$ cat src/rtl/mod_horner_reducer.sv
// mod_horner_reducer
//   Streams a wide operand in as CHUNK_W-bit digits, most-significant digit
//   first, and reduces it modulo MOD with the Horner recurrence
//     acc <= (acc * 2^CHUNK_W + digit) mod MOD
//   one digit per cycle. The finished residue and the digit count are offered
//   on a valid/ready output and held stable until the consumer takes them.
//
// Ports
//   clk        rising-edge clock
//   rst_n      asynchronous active-low reset
//   in_valid   digit present
//   in_ready   block can accept a digit (low only while a result is pending)
//   in_digit   operand digit, MS digit first
//   in_first   digit opens a new operand (abandons any open operand)
//   in_last    digit closes the operand
//   out_valid  residue available
//   out_ready  consumer accepts residue
//   out_res    operand mod MOD, always < MOD
//   out_len    digits in operand, saturating at 2^LEN_W-1
module mod_horner_reducer #(
  parameter int unsigned MOD     = 461,
  parameter int unsigned RES_W   = 9,
  parameter int unsigned CHUNK_W = 6,
  parameter int unsigned LEN_W   = 8
) (
  input  logic               clk,
  input  logic               rst_n,
  input  logic               in_valid,
  output logic               in_ready,
  input  logic [CHUNK_W-1:0] in_digit,
  input  logic               in_first,
  input  logic               in_last,
  output logic               out_valid,
  input  logic               out_ready,
  output logic [RES_W-1:0]   out_res,
  output logic [LEN_W-1:0]   out_len
);

  // acc < MOD, so acc * 2^CHUNK_W + digit < 2^(RES_W+CHUNK_W) always fits.
  localparam int unsigned W = RES_W + CHUNK_W;

  typedef enum logic [1:0] {
    IDLE  = 2'd0,
    ACCUM = 2'd1,
    DONE  = 2'd2
  } state_t;

  state_t             state;
  state_t             state_nxt;
  logic [RES_W-1:0]   acc;
  logic [RES_W-1:0]   acc_nxt;
  logic [LEN_W-1:0]   cnt;
  logic [LEN_W-1:0]   cnt_nxt;
  logic               in_xfer;
  logic               new_op;
  logic [RES_W-1:0]   base;
  logic [W-1:0]       red;

  assign in_ready  = (state != DONE);
  assign out_valid = (state == DONE);
  assign out_res   = acc;
  assign out_len   = cnt;

  assign in_xfer = in_valid & in_ready;
  // A digit arriving with no operand open starts one even without in_first.
  assign new_op  = in_first | (state == IDLE);
  assign base    = new_op ? '0 : acc;

  // Single-cycle reduction: the shifted value is below 2*MOD*2^CHUNK_W, so one
  // conditional subtract of MOD*2^k per k = CHUNK_W..0 halves the bound each
  // stage and leaves a value below MOD. Also covers digits >= MOD.
  always_comb begin
    red = {base, in_digit};
    for (int unsigned i = 0; i <= CHUNK_W; i++) begin
      if (red >= (W'(MOD) << (CHUNK_W - i))) begin
        red = red - (W'(MOD) << (CHUNK_W - i));
      end
    end
  end

  always_comb begin
    state_nxt = state;
    acc_nxt   = acc;
    cnt_nxt   = cnt;
    if (in_xfer) begin
      acc_nxt = RES_W'(red);
      if (new_op) begin
        cnt_nxt = LEN_W'(1);
      end else if (cnt != '1) begin
        cnt_nxt = cnt + LEN_W'(1);
      end
    end
    case (state)
      IDLE, ACCUM: begin
        if (in_xfer) begin
          state_nxt = in_last ? DONE : ACCUM;
        end
      end
      DONE: begin
        if (out_ready) begin
          state_nxt = IDLE;
        end
      end
      default: state_nxt = IDLE;
    endcase
  end

  always_ff @(posedge clk or negedge rst_n) begin
    if (!rst_n) begin
      state <= IDLE;
      acc   <= '0;
      cnt   <= '0;
    end else begin
      state <= state_nxt;
      acc   <= acc_nxt;
      cnt   <= cnt_nxt;
    end
  end

endmodule

$ cat config.mk
export PLATFORM = sky130hd
export DESIGN_NAME = mod_horner_reducer
export DESIGN_NICKNAME = d
export VERILOG_FILES = /design/src/rtl/mod_horner_reducer.sv
export SDC_FILE = /design/constraint.sdc
export NUM_CORES = 1
export LEC_CHECK = 0
export ABC_AREA = 1
export BUFFER_PORTS_ARGS = -buffer_cell sky130_fd_sc_hd__buf_2
export CELL_PAD_IN_SITES_DETAIL_PLACEMENT = 1
export CELL_PAD_IN_SITES_GLOBAL_PLACEMENT = 2
export CORE_MARGIN = 1
export CORE_UTILIZATION = 33
export DETAILED_ROUTE_END_ITERATION = 8
export PLACE_DENSITY = 0.92
export SETUP_SLACK_MARGIN = 0.15
export SLEW_MARGIN = 10
export SYNTH_ARGS = -nofsm -noshare
export SYNTH_HDL_FRONTEND = slang
export SYNTH_SLANG_ARGS = --single-unit
$ cat constraint.sdc
create_clock -name clk -period 7.45 [get_ports clk]
set_clock_uncertainty 0.15 [all_clocks]
set_input_delay 1.1175 -clock clk [delete_from_list [all_inputs] [get_ports clk]]
set_output_delay 1.1175 -clock clk [all_outputs]
set_load 0.01 [all_outputs]
==> out/metrics.csv, run 1 <==
metric,value,unit
synth top area cells,"nand2_1, dfrtp_1, nand3_1",
Antenna Cells,0,
Power Dens Cells,347,nW/um2
first-pass GRT wire length,16000,um
Top Layer Used,met4,
Pre-antenna DRT Iters,4,
"Slew Viols, Final",0,
Max Buffers Root-to-Sink,2,
IO Pins,31,
fin crit share,0.898,
metal2 WL,4730,um
TNS Setup,0,ns
DRC viols,0,
P&R area growth vs syn,11.1,%
Placer Congestion,0.835,
FF-to-FF Start,state[1]$_DFFE_PN0P_,
CP Launch Type,input pin,
crit path max-delay cell type,o21ai_4,
Hold Startpoint,out_res[5]$_DFFE_PN0P_,
Leak,1.99,nW
port bufs,30,
worst hold-check path type,reg2reg,
WHS Endpoint,out_res[5]$_DFFE_PN0P_,
worst path required time,7.50,ns
"Top FF cell, synth",dfrtp_1,
synth unique cells,45,
Synth Register Bits,19,
overall die width,103,um
"Core Util, Final",0.379,
Rows,36,
Slowest Stage Delay on Critical Path,0.22,ns
status,"complete, no violations",
CP startpoint,in_first,
Final Hold Viols,0,
Max Clk Rate,149,MHz
Slew @ Worst Pin,0.789,ns
Post-Route WL,9140,um
clk_lat worst skew,0.26,ns
RSZ-0062 raised after global routing,false,
met3 wire length,201,um
Clock Root Buffer,clkbuf_8,
CP Capture Type,flop,
Worst VDD drop,0.113,mV
clock transition at the registers of the reported paths,0.07,ns
Initial Util,0.341,
Vias,3504,
vias in the first global route,3539,
post-synth design cell area,3350,um2
syn_area_per_cell,6.28,um2
fin nets,583,
clk sink count,19,
layout cell share with drive strength beyond 1,0.263,
Synth Warn #,0,
number of max-cap violations,0,
DRT iter0 DRCs,97,
WS Path Type,in2reg,
Worst path most repeated cell,nand2_1,
CP max FO,10,
largest net degree at the start of global routing,20,
total gr overflow,0,
die area,10500,um2
CTS tree,done,
largest area contributor in the netlist,nand2_1,
initial antenna violation count,0,
Max-slew headroom,0.472,
R2R setup slack,1.20,ns
hpwl dp,7770,um
Vert. Die Dim,103,um
Mapped Cells,533,
Mapped Nets,548,
WP data arrival,6.74,ns
CTS Buf Count,3,
top-area cell type share of the netlist area,0.175,
Worst R2R Path Depth,51,
WL/cell,13.1,um
Core ar.,9820,um2
terminus of the critical flop-to-flop path,out_res[0]$_DFFE_PN0P_,
Post-synth EDFFs,0,
Hold Crit Depth,2,
Finish-stage setup viols,0,
ys async rst share,1.00,
Metal-1 WL,4150,um
H-Tree Depth,1,
"Seq/Total Area, Yosys",0.142,
vias per cell,5.01,
"antenna viol nets, final",0,
total track usage,0.186,
crit path time final,6.69,ns
[layout by cell type, fill, tap and decap left out, drive strengths merged, types with 2 or more instances in the layout]
cell type / Yosys / layout
dfrtp: 19 / 19
inv: 74 / 74
ha: 3 / 3
o21ai: 20 / 20
xnor2: 6 / 6
clkinv: 3 / 3
nand3b: 6 / 6
nand3: 70 / 70
clkbuf: 0 / 4
nand4: 17 / 17
xor2: 9 / 9
buf: 2 / 32
nor2: 52 / 52
a31oi: 2 / 2
and2: 3 / 3
a21oi: 16 / 16
o211ai: 8 / 8
a211oi: 3 / 3
nor3: 3 / 3
nand2: 211 / 211
[through the flow]
stage	hold WS [ns]	power [mW]	setup slack, ns	cell area (um2)	cells
after floorplan	0.322	0.991	1.24	3350	533
after global placement	0.351	1.20	0.643	3660	695
after detailed placement	0.359	1.22	0.300	3660	695
after CTS	0.376	1.30	0.569	3700	699
after global routing	0.403	1.43	0.146	3720	700
final	0.368	1.29	0.759	3720	700
[sequential cells by signal, indices dropped and copies added, names as in the netlist]
register / count
out_len: 8
state: 2
out_res: 9
[routing by layer]
| metal | up-vias | track usage |
|---|---|---|
| met5 | - | 0 |
| met4 | 0 | 0.0209 |
| met3 | 8 | 0.0142 |
| met2 | 33 | 0.355 |
| met1 | 1671 | 0.233 |
| li1 | 1792 | - |
[worst max path at each step]
stage	end	slack [ns]	cells past startpoint
floorplan	out_res[4]$_DFFE_PN0P_	1.24	50
global placement	out_res[0]$_DFFE_PN0P_	0.64	50
detailed placement	out_res[0]$_DFFE_PN0P_	0.30	51
CTS	out_res[0]$_DFFE_PN0P_	0.57	51
global route	out_res[4]$_DFFE_PN0P_	0.15	52
finish	out_res[0]$_DFFE_PN0P_	0.76	51
[synthesized netlist by cell type (2+ instances only)]
library cell  number
nand3_2           11
nor2_2            12
a31oi_1            2
nor2_4             6
nand2_1          156
nor2_8             3
inv_1             66
nand3_1           55
nand3b_1           5
o21ai_4            2
o21ai_1            8
a211oi_1           3
and2_1             2
dfrtp_1           19
nand2_4           13
nand2_8            3
nand2_2           39
o21ai_0            6
nand3_4            4
nor3_1             3
xnor2_1            6
clkinv_1           2
nand4_1           17
o211ai_1           7
nor2_1            31
a21oi_1           13
o21ai_2            4
inv_2              7
ha_1               3
a21oi_2            2
xor2_1             9
[cell families after synthesis]
| kind of cell | count (synthesis) | share of synthesized area |
|---|---|---|
| flops | 19 | 0.142 |
| buf+inv | 79 | 0.0931 |
| compound gates | 53 | 0.110 |
| xor+xnor | 15 | 0.0393 |
| fa+ha+maj | 3 | 0.0112 |
| simple gates | 364 | 0.605 |
[where the power goes]
| part | switching, mW | total (mW) | internal, mW |
|---|---|---|---|
| clock | 0.0337 | 0.0717 | 0.0381 |
| combinational | 0.683 | 1.03 | 0.349 |
| sequential | 0.0509 | 0.185 | 0.135 |
| total | 0.768 | 1.29 | 0.522 |
[worst max-delay path, delay by kind of cell]
family          cells  cell delay (ns)
compound gates      3             0.48
buf+inv             6             0.50
xor+xnor            1             0.16
fa+ha+maj           2             0.38
simple gates       39             4.09
[cell type report]
type,instances,area [um2]
Fill cell,1345,6100
Multi-Input combinational cell,435,2570
Sequential cell,19,475
Inverter,77,299
Tap cell,133,166
Timing Repair Buffer,32,165
Clock buffer,4,45.0
[what timing repair did]
action                                 4_1_cts  5_1_grt
hold buffers                                 0        0
endpoints found under the hold margin        0        0
buffers inserted                             0        1
setup endpoints to repair                    0        9
gates resized for setup                      0        2
No activity file was read; power rests on OpenSTA's default activity.
==> inputs of run 2 (changes only) <==
Settings changed: REMOVE_ABC_BUFFERS set to 1.
==> out/metrics.csv, run 2 (synthesis results as in run 1) <==
metric,value,unit,change
Layout Cells excl Fill,703,,+0.43%
first-pass GRT wire length,16300,um,+1.7%
crit path max-delay cell type,a21oi_4,,
most frequent cells in the layout,"nand2_1, inv_1, nand3_1",,
die area,10500,um2,unchanged
status,"complete, no violations",,
overall die width,103,um,unchanged
vias per cell,4.94,,-1.3%
Post-CTS Hold Buffers,0,,unchanged
Pre-antenna DRT Iters,4,,unchanged
Post-Route WL,9490,um,+3.8%
Core ar.,9820,um2,unchanged
Worst Path Buf+Inv,5,,-1
P&R area growth vs syn,12.0,%,
TNS Setup,0,ns,unchanged
Leak,2.01,nW,+0.86%
CP Launch Type,input pin,,
clk sink count,19,,unchanged
combinational power share,0.803,,+0.002
DRT iter0 DRCs,90,,-7.2%
total track usage,0.188,,+0.00218
Finish-stage setup viols,0,,unchanged
vias in the first global route,3553,,+0.40%
clock transition at the registers of the reported paths,0.07,ns,about the same
CTS tree,done,,
Placer Congestion,0.822,,-1.6%
CP startpoint,in_first,,
worst hold-check path type,reg2reg,,
Switching Power,778,uW,+1.3%
CP Capture Type,flop,,
Seq pwr share,0.143,,about the same
Worst VDD drop,0.104,mV,-8.1%
Final Power,1.30,mW,+1.0%
Antenna Cells,0,,unchanged
"most common cell after layout, fill and taps aside",nand2_1,,
placed cells,695,,unchanged
RSZ-0062 raised after global routing,false,,
layout cell share with drive strength beyond 1,0.270,,+0.00739
Levels on crit path,48,,-5.9%
Vert. Die Dim,103,um,unchanged
"Slew Viols, Final",0,,unchanged
initial antenna violation count,0,,unchanged
Slew @ Worst Pin,0.810,ns,+0.0216 ns
Max Clk Rate,149,MHz,-0.35%
switching portion of total power,0.597,,+0.00130
total gr overflow,0,,unchanged
Power Dens Cells,348,nW/um2,+0.25%
Rows,36,,unchanged
Initial Util,0.341,,unchanged
Hold Startpoint,state[1]$_DFFE_PN0P_,,
port bufs,30,,unchanged
hpwl dp,7910,um,+1.7%
Power Internal,525,uW,+0.71%
Worst path most repeated cell,nand2_2,,
"antenna viol nets, final",0,,unchanged
Clock Root Buffer,clkbuf_8,,
CP top delay family,simple AND/OR/NAND/NOR gates,,
terminus of the critical flop-to-flop path,out_res[2]$_DFFE_PN0P_,,
clk_lat worst skew,0.25,ns,about the same
WL/cell,13.5,um,+3.3%
H-Tree Depth,1,,unchanged
largest net degree at the start of global routing,20,,unchanged
crit path time final,6.71,ns,+0.0234 ns
R2R setup slack,1.20,ns,about the same
WS Path Type,in2reg,,
Setup crit end,out_res[2]$_DFFE_PN0P_,,
fin crit share,0.901,,+0.00314
"Core Util, Final",0.381,,+0.00293
Largest register FFs,9,,unchanged
worst path required time,7.44,ns,-0.06 ns
Slowest Stage Delay on Critical Path,0.24,ns,+0.02 ns
WP data arrival,6.71,ns,-0.03 ns
number of max-cap violations,0,,unchanged
Vias,3472,,-0.91%
CP max FO,10,,unchanged
Worst R2R Path Depth,50,,-2.0%
DRC viols,0,,unchanged
IO Pins,31,,unchanged
Max-slew headroom,0.458,,-0.0145
Final Hold Viols,0,,unchanged
Max Buffers Root-to-Sink,2,,unchanged
CTS Buf Count,3,,unchanged
FF-to-FF Start,state[1]$_DFFE_PN0P_,,
fin nets,586,,+0.51%
clock network fraction of total power,0.055,,about the same
## run 2: cell types whose count changed in the layout (fill, tap and decap cells not counted), sizes merged
| cell | before | now |
|---|---|---|
| buf | 32 | 35 |
## run 2: power by group through the flow
stage	Clock [mW]	Sequential (mW)	Combinational [mW]
3_3_place_gp	0	0.186	1.01
3_5_place_dp	0	0.187	1.03
5_1_grt	0.0767	0.190	1.17
4_1_cts	0.0728	0.185	1.04
2_1_floorplan	0	0.183	0.807
6_report	0.0711	0.186	1.05
## run 2: worst min-delay path by stage
| stage | cells after the start | end | slack (ns) |
|---|---|---|---|
| after CTS | 1 | state[0]$_DFFE_PN0P_ | 0.37 |
| after detailed placement | 1 | state[0]$_DFFE_PN0P_ | 0.36 |
| after global routing | 1 | state[0]$_DFFE_PN0P_ | 0.39 |
| after floorplan | 1 | state[0]$_DFFE_PN0P_ | 0.32 |
| after global placement | 2 | out_res[5]$_DFFE_PN0P_ | 0.34 |
| final | 1 | state[0]$_DFFE_PN0P_ | 0.37 |
## run 2: final cells by class
type,instances,area [um2]
repair buffers,35,188
inverters,77,299
well taps,133,166
flip-flops and latches,19,475
multi-input cells,435,2570
fillers,1384,6070
clock buffers,4,45.0
## run 2: per-stage QoR
stage	instance area [um2]	hold WS, ns	worst slack [ns]
global route	3750	0.389	0.152
floorplan	3330	0.322	1.28
global placement	3660	0.342	0.656
detailed placement	3660	0.356	0.322
finish	3750	0.370	0.736
CTS	3700	0.366	0.566
## run 2: routing by layer
| layer | track usage | wire length, um | up-vias |
|---|---|---|---|
| met4 | 0.0132 | 19 | 0 |
| li1 | - | - | 1793 |
| met3 | 0.0102 | 82 | 2 |
| met5 | 0 | 0 | - |
| met2 | 0.345 | 4780 | 15 |
| met1 | 0.253 | 4600 | 1662 |
## run 2: what timing repair did
item,CTS,global route
resized for setup,0,4
buffers inserted,0,4
endpoints found under the setup margin,0,9
hold endpoints to repair,0,0
## run 2: worst register-to-register path, delay by kind of cell (launching register included)
kind | cells | cell delay (ns)
AO/OA/AOI/OAI | 3 | 0.65
buffers and inverters | 6 | 0.42
AND/OR/NAND/NOR | 39 | 4.13
flip-flops | 1 | 0.42
adder cells (fa/ha/maj) | 2 | 0.37
